[src/rtl/pipe_ctrl_pkg.sv]
// Shared encodings for the pipeline hazard controller: FSM states and
// EX operand forward-select codes.
package pipe_ctrl_pkg;

    typedef enum logic {
        RUN      = 1'b0,
        MDU_WAIT = 1'b1
    } state_e;

    localparam logic [1:0] FWD_RF  = 2'b00;
    localparam logic [1:0] FWD_WB  = 2'b01;
    localparam logic [1:0] FWD_MEM = 2'b10;

endpackage

[src/rtl/fwd_sel.sv]
// Single-operand EX forward select: the MEM result beats the WB result, and
// register 0 is never forwarded.
module fwd_sel
    import pipe_ctrl_pkg::*;
(
    input  logic [4:0] i_src,
    input  logic       i_regwrite_m,
    input  logic [4:0] i_writereg_m,
    input  logic       i_regwrite_w,
    input  logic [4:0] i_writereg_w,
    output logic [1:0] o_fwd
);

    logic w_hit_m;
    logic w_hit_w;

    assign w_hit_m = i_regwrite_m && (i_writereg_m != 5'd0) && (i_writereg_m == i_src);
    assign w_hit_w = i_regwrite_w && (i_writereg_w != 5'd0) && (i_writereg_w == i_src);

    always_comb begin
        o_fwd = FWD_RF;
        if (w_hit_m) begin
            o_fwd = FWD_MEM;
        end else if (w_hit_w) begin
            o_fwd = FWD_WB;
        end
    end

endmodule

[src/rtl/pipeline_hazard_ctrl.sv]
// Stall/flush/forwarding controller for the five-stage pipeline: load-use
// interlock, EX redirect flush, multi-cycle MDU occupancy and stall counter.
module pipeline_hazard_ctrl
    import pipe_ctrl_pkg::*;
#(
    parameter int unsigned MDU_CYCLES = 4,
    parameter int unsigned CNT_W      = 32
) (
    input  logic             clk,
    input  logic             clr,
    input  logic [4:0]       rsD,
    input  logic [4:0]       rtD,
    input  logic [4:0]       rsE,
    input  logic [4:0]       rtE,
    input  logic [4:0]       writeregE,
    input  logic [4:0]       writeregM,
    input  logic [4:0]       writeregW,
    input  logic             regwriteE,
    input  logic             regwriteM,
    input  logic             regwriteW,
    input  logic             memtoregE,
    input  logic             redirectE,
    input  logic             mduE,
    output logic             stallF,
    output logic             stallD,
    output logic             stallE,
    output logic             flushD,
    output logic             flushE,
    output logic             flushM,
    output logic [1:0]       fwdAE,
    output logic [1:0]       fwdBE,
    output logic             mdu_busy,
    output logic             mdu_done,
    output logic [CNT_W-1:0] stall_cnt
);

    // First MDU cycle is spent in RUN, so MDU_WAIT counts down from MDU_CYCLES-2.
    localparam logic [3:0]       MDU_LOAD = 4'(MDU_CYCLES - 2);
    localparam logic [CNT_W-1:0] CNT_ONE  = CNT_W'(1);

    state_e           r_state;
    state_e           w_state_d;
    logic [3:0]       r_mdu_cnt;
    logic [3:0]       w_mdu_cnt_d;
    logic [CNT_W-1:0] r_stall_cnt;

    logic w_lu;
    logic w_stall_f, w_stall_d, w_stall_e;
    logic w_flush_d, w_flush_e, w_flush_m;
    logic w_busy, w_done;

    fwd_sel u_fwd_a (
        .i_src        (rsE),
        .i_regwrite_m (regwriteM),
        .i_writereg_m (writeregM),
        .i_regwrite_w (regwriteW),
        .i_writereg_w (writeregW),
        .o_fwd        (fwdAE)
    );

    fwd_sel u_fwd_b (
        .i_src        (rtE),
        .i_regwrite_m (regwriteM),
        .i_writereg_m (writeregM),
        .i_regwrite_w (regwriteW),
        .i_writereg_w (writeregW),
        .o_fwd        (fwdBE)
    );

    assign w_lu = memtoregE && regwriteE && (writeregE != 5'd0) &&
                  ((writeregE == rsD) || (writeregE == rtD));

    always_comb begin
        w_state_d   = r_state;
        w_mdu_cnt_d = r_mdu_cnt;
        w_stall_f   = 1'b0;
        w_stall_d   = 1'b0;
        w_stall_e   = 1'b0;
        w_flush_d   = 1'b0;
        w_flush_e   = 1'b0;
        w_flush_m   = 1'b0;
        w_busy      = 1'b0;
        w_done      = 1'b0;
        unique case (r_state)
            RUN: begin
                if (redirectE) begin
                    w_flush_d = 1'b1;
                    w_flush_e = 1'b1;
                end else if (mduE) begin
                    w_state_d   = MDU_WAIT;
                    w_mdu_cnt_d = MDU_LOAD;
                    w_stall_f   = 1'b1;
                    w_stall_d   = 1'b1;
                    w_stall_e   = 1'b1;
                    w_flush_m   = 1'b1;
                end else if (w_lu) begin
                    w_stall_f = 1'b1;
                    w_stall_d = 1'b1;
                    w_flush_e = 1'b1;
                end
            end
            MDU_WAIT: begin
                w_busy = 1'b1;
                if (r_mdu_cnt == 4'd0) begin
                    w_done    = 1'b1;
                    w_state_d = RUN;
                end else begin
                    w_mdu_cnt_d = r_mdu_cnt - 4'd1;
                    w_stall_f   = 1'b1;
                    w_stall_d   = 1'b1;
                    w_stall_e   = 1'b1;
                    w_flush_m   = 1'b1;
                end
            end
            default: w_state_d = RUN;
        endcase
    end

    // Controls drop asynchronously with clr, even when inputs still request a stall.
    assign stallF    = w_stall_f & clr;
    assign stallD    = w_stall_d & clr;
    assign stallE    = w_stall_e & clr;
    assign flushD    = w_flush_d & clr;
    assign flushE    = w_flush_e & clr;
    assign flushM    = w_flush_m & clr;
    assign mdu_busy  = w_busy & clr;
    assign mdu_done  = w_done & clr;
    assign stall_cnt = r_stall_cnt;

    always_ff @(posedge clk or negedge clr) begin
        if (!clr) begin
            r_state     <= RUN;
            r_mdu_cnt   <= 4'd0;
            r_stall_cnt <= '0;
        end else begin
            r_state   <= w_state_d;
            r_mdu_cnt <= w_mdu_cnt_d;
            if (stallF && (r_stall_cnt != {CNT_W{1'b1}})) begin
                r_stall_cnt <= r_stall_cnt + CNT_ONE;
            end
        end
    end

endmodule

[config.mk]
export PLATFORM = sky130hd
export DESIGN_NAME = pipeline_hazard_ctrl
export DESIGN_NICKNAME = d
export VERILOG_FILES = /design/src/rtl/pipe_ctrl_pkg.sv /design/src/rtl/fwd_sel.sv /design/src/rtl/pipeline_hazard_ctrl.sv
export SDC_FILE = /design/constraint.sdc
export NUM_CORES = 1
export LEC_CHECK = 0
export CORE_MARGIN = 5
export CORE_UTILIZATION = 35
export DETAILED_ROUTE_END_ITERATION = 8
export PLACE_DENSITY = 0.63
export SLEW_MARGIN = 20
export SYNTH_ARGS = -nofsm -noshare
export SYNTH_HDL_FRONTEND = slang
export SYNTH_SLANG_ARGS = --single-unit
[constraint.sdc]
create_clock -name clk -period 8.4 [get_ports clk]
set_input_delay 2.52 -clock clk [delete_from_list [all_inputs] [get_ports clk]]
set_output_delay 2.52 -clock clk [all_outputs]
set_load 0.03 [all_outputs]
== After elaboration in Yosys (flattened, before gate mapping) ==
Cells that the tools add are included.
Operators by class
  $add $sub $neg: 2
  equality and inequality tests: 10
  muxes and demuxes: 24
  bitwise operators: 7
  reductions and logical operators: 16
Operator list (number)
  32-bit by 1-bit adder with 32-bit output (second input constant): 1
  32-bit inequality test (second input constant): 1
  5-bit == test: 6
  1-bit two-way mux: 16
  5-bit nonzero test: 3
  4-bit two-way mux: 3
  1-bit logical AND: 10
  4-bit case mux with 2 select lines: 1
  1-bit AND: 6
  2-bit inequality test (second input constant): 3
  4-bit zero test: 1
  2-bit two-way mux: 2
  1-bit case mux with 2 select lines: 2
  4-bit by 1-bit subtractor with 4-bit output (second input constant): 1
  3-bit AND reduction: 1
  1-bit logical OR: 1
  1-bit NOT: 1
Word-level totals
  flip-flop bits (word level): 37
  input port bits: 43

== Logic depth before layout (Yosys ltp) ==
Gate-level depths: netlist of run 1.
  word-level depth: 9
  depth in mapped cells: 9
  gate-level depth less buffers: 8

== Modules after synthesis ==
Synthesis of run 1 repeated with hierarchy kept, for this count alone.
Unflattened totals
  cell total of the unflattened synthesis: 244
  area total of the unflattened synthesis: 2468.6 µm²
Modules (own cells, without submodules)
  pipeline_hazard_ctrl: instances 1, cells each 202, area an instance 2150.8 µm²
  fwd_sel: instances 2, cells each 21, area an instance 158.9 µm²

== Worst setup path before layout of run 1 ==
OpenSTA, ideal clock, no wires.
  kind: input to output
  start: input port writeregM[0]
  end: output port fwdAE[0]
  arrival time: 4.321 ns
  data required time: 5.880 ns
  setup slack: 1.559 ns
  cell stages on the path: 4
  path through: or4_1 o21ai_0 nor4_1 nor4_1
On the way
  cells in the longest elaborated chain, start to end: 4
  elaborated cells on any way between the ends: 5
  those cells by class: eq/ne: 1; mux: 1; reduce/logical: 3
RTL lines
  from (decl): line pipeline_hazard_ctrl.sv:16  | input logic [4:0] writeregM,
  5-bit nonzero test: line fwd_sel.sv:17  | assign w_hit_m = i_regwrite_m && (i_writereg_m != 5'd0) && (i_writereg_m == i_src);
  1-bit logical AND: line fwd_sel.sv:17
  1-bit logical AND (*): line fwd_sel.sv:17
  named net u_fwd_a.w_hit_m: line fwd_sel.sv:14  | logic w_hit_m;
  2-bit two-way mux (*): line fwd_sel.sv:22  | if (w_hit_m) begin
  to (decl): line pipeline_hazard_ctrl.sv:30  | output logic [1:0] fwdAE,
The timed path passes the listed nets; every way through them passes the cells marked *.

== Worst setup path in the final report of run 1 ==
  start: input port writeregM[0]
  end: output port fwdAE[0]
On the way
  cells in the longest elaborated chain, start to end: 4
  elaborated cells on any way between the ends: 5
  those cells by class: eq/ne: 1; mux: 1; reduce/logical: 3
RTL lines (line)
  5-bit nonzero test: fwd_sel.sv:17
  1-bit logical AND: fwd_sel.sv:17
  1-bit logical AND (*): fwd_sel.sv:17
  2-bit two-way mux (*): fwd_sel.sv:22
Mark *: on every way between the ends. The rest lies on a longest branch, timed or not.

==> results of run 1 <==
flip-flops by register name (all words and copies together), names as in the netlist:
signal,count
r_mdu_cnt,4
r_state,1
stall_cnt,32
per-layer routing:
layer / vias up / part of all wire
met5: - / 0
met4: 0 / 0.0099
met3: 5 / 0.075
met2: 76 / 0.44
met1: 1006 / 0.47
li1: 1049 / -
cell families after synthesis:
group | after synthesis | synth area share
adders and majority gates | 3 | 0.0157
AOI/OAI and AO/OA | 12 | 0.0413
and+or+nand+nor | 120 | 0.278
buffers and inverters | 16 | 0.0418
muxes | 2 | 0.00889
DFF | 37 | 0.387
xor gates and xnor gates | 62 | 0.227
power by group through the flow:
stage                     Combinational, mW  Clock [mW]  Sequential (mW)
after floorplan                       0.134           0            0.262
after global placement                0.244           0            0.242
after detailed placement              0.246           0            0.243
after CTS                             0.247       0.123            0.240
after global routing                  0.264       0.129            0.246
final                                 0.243       0.119            0.240
per-stage QoR:
| stage | std cells | cell area [sq um] | utilization |
|---|---|---|---|
| floorplan | 252 | 2390 | - |
| global placement | 409 | 3280 | 0.488 |
| detailed placement | 409 | 3280 | 0.488 |
| CTS | 417 | 3360 | 0.501 |
| global route | 417 | 3360 | 0.501 |
| finish | 417 | 3360 | 0.501 |
worst max path at each step:
stage          cells past startpoint  slack [ns]         start  endpoint
2_1_floorplan                      4        1.56  writeregM[0]  fwdAE[0]
3_5_place_dp                       6        0.97  writeregM[0]  fwdAE[0]
3_3_place_gp                       6        1.02  writeregM[0]  fwdAE[0]
4_1_cts                            6        0.97  writeregM[0]  fwdAE[0]
5_1_grt                            6        0.88  writeregM[0]  fwdAE[0]
6_report                           6        0.98  writeregM[0]  fwdAE[0]
placed cells by master (no fill, tap or decap), drive strengths merged, types with 12 or more instances in the layout:
| master | n |
|---|---|
| nor2 | 16 |
| and3 | 13 |
| clkdlybuf4s50 | 85 |
| dfrtp | 37 |
| nand4 | 12 |
| xor2 | 25 |
| nand2 | 20 |
| xnor2 | 37 |
| nand3 | 26 |
cell type report:
| type | count | area (sq um) | area share |
|---|---|---|---|
| flip-flops and latches | 37 | 926 | 0.275 |
| multi-input cells | 199 | 1370 | 0.406 |
| clock inverters | 2 | 10.0 | 0.00298 |
| repair buffers | 88 | 871 | 0.259 |
| well taps | 80 | 100 | 0.0298 |
| inverters | 5 | 18.8 | 0.00558 |
| clock buffers | 6 | 72.6 | 0.0216 |
==> out/qor.csv, run 1 <==
stage;metric;value;unit
logic_synthesis;Synth Flop Type;dfrtp_1;
setup_path;crit path max fanout;3;
power;power after layout;0.601;mW
setup_path;CP delay by family, top;buffers and inverters;
timing;Worst Tran Pin Value;0.863;ns
timing;Final setup viols;0;
die;I/O Pins;87;
detailed_routing;DRC;0;
clocking;Reg clk slew, reported paths;0.07;ns
timing;final critical-path share of the clock period;0.883;
setup_path;startpoint of the worst-slack reg-to-reg timing path;stall_cnt[0];
logic_synthesis;most frequent cells after synthesis;dfrtp_1, xnor2_1, nand3_1, xor2_1, nand2_1;
clocking;Worst-Skew Late Latency;0.28;ns
logic_synthesis;Synth area leaders;dfrtp_1, xnor2_1, xor2_1;
setup_path;CP Launch Type;input pin;
placement;Port-buffer cells;86;
min_path;worst min-delay path class;reg2reg;
clocking;clk sink count;37;
timing;RSZ-0062 raised after global routing;no;
cells_and_area;# fillers;665;
logic_synthesis;Mapped Cells;252;
detailed_routing;DR pass1 iterations;4;
grt;GR Layer Usage met1;0.208;
die;CORE AREA;6720;sq um
detailed_routing;Final ANT Viol Nets;0;
power;power share of the sequential group;0.399;
job;max_cap viols;0;
power;internal power;0.372;mW
timing;final hold vios;0;
clocking;Post-CTS Setup Bufs;0;
detailed_routing;Via Count;2136;
cells_and_area;ant diodes;0;
grt;initial antenna violation count;0;
clocking;CTS Buf Count;5;
power;Psw;0.230;mW
setup_path;worst endpoint data arrival time;4.90;ns
min_path;Hold EP;stall_cnt[29];
timing;post-route setup slack;0.980;ns
logic_synthesis;EDFF count, synth;0;
setup_path;worst reg2reg setup slack;5.86;ns
clocking;Hold Buf Count CTS;0;
clocking;CTS tree;done;
setup_path;Critical Path Sink Type;primary output;
placement;gp weighted congestion;0.807;
die;Die Height;92.7;um
timing;Fin Setup TNS;0;ns
logic_synthesis;Avg Cell Area, Syn;9.49;sq um
logic_synthesis;Cell Area, Synth;2390;sq um
grt;largest net degree at the start of global routing;36;
cells_and_area;layout cells sized above 1;0.0445;
grt;GRT Total Usage;0.147;
grt;GR Layer Usage met2;0.224;
timing;Clock Skew;0.00484;ns
cells_and_area;fin nets;382;
timing;Slew Viols, Final;0;
clocking;Max Root-Sink Buffers;2;
setup_path;delay of the slowest critical-path stage;0.73;ns
clocking;H-Tree Depth;2;
logic_synthesis;Warnings, synthesis;0;
power;Logic pwr share;0.404;
run_status;run status;finished, final reports clean;
min_path;Worst Hold Path Cells;1;
detailed_routing;number of DRC markers in iteration 0;78;
grt;grt ovf;0;
power;Worst VDD drop;0.000104;V
setup_path;WP data required;5.88;ns
grt;vias in the first global route;2101;
grt;GRT busiest layer;met2;
die;die width;92.7;um
min_path;hold path startpoint;stall_cnt[29];
clocking;CTS resizes;0;
detailed_routing;Via density;5.12;
setup_path;slowest CP cell;clkdlybuf4s50_1;
setup_path;reg-to-reg endpoint;stall_cnt[1];
setup_path;Worst R2R Path Depth;7;
timing;fmax;135;MHz
die;Rows;30;
logic_synthesis;Synth top area share;0.387;
logic_synthesis;sequential share of the synthesized area;0.387;
logic_synthesis;Synth cell types;41;
cells_and_area;synthesis-to-layout area growth;40.6;%
timing;fin crit period;7.42;ns
clocking;clock root buffer;clkbuf_8;
logic_synthesis;Syn Nets;298;
logic_synthesis;post-synth top area cell;dfrtp_1;
placement;HPWL Detailed;4780;um
die;die area;8590;sq um
timing;Slew Limit Headroom;0.423;
logic_synthesis;Seq cells post-synth;37;
detailed_routing;Wirelength per Cell;15.2;um
timing;WHS;0.492;ns
detailed_routing;drt total wl;6360;um
power;Pwr Density;179;nW/um^2
power;Switching Fraction;0.382;
setup_path;Crit Path Category;in2out;
setup_path;Cell Chain, Critical Path;clkdlybuf4s50_1 > or4_1 > o21ai_0 > nor4_1 > nor4_1 > clkdlybuf4s50_1;
setup_path;CP bufs+invs;2;
logic_synthesis;Post-synth ARST share;1.00;
power;Leak;1.32;nW
power;Clk pwr share;0.197;
grt;global-route wire length before repair;10400;um
grt;Global Route met3 Usage;0.0349;
die;Starting Density;0.356;
placement;dpl ws;0.972;ns
Power figures use the tool's default switching activity.
==> inputs of run 2 (changes only) <==
- CTS_CLUSTER_DIAMETER: not set -> 40
- GPL_ROUTABILITY_DRIVEN: not set -> 0
==> results of run 2 <==
No change in the layout: final DEF, timing and power equal those of run 1.
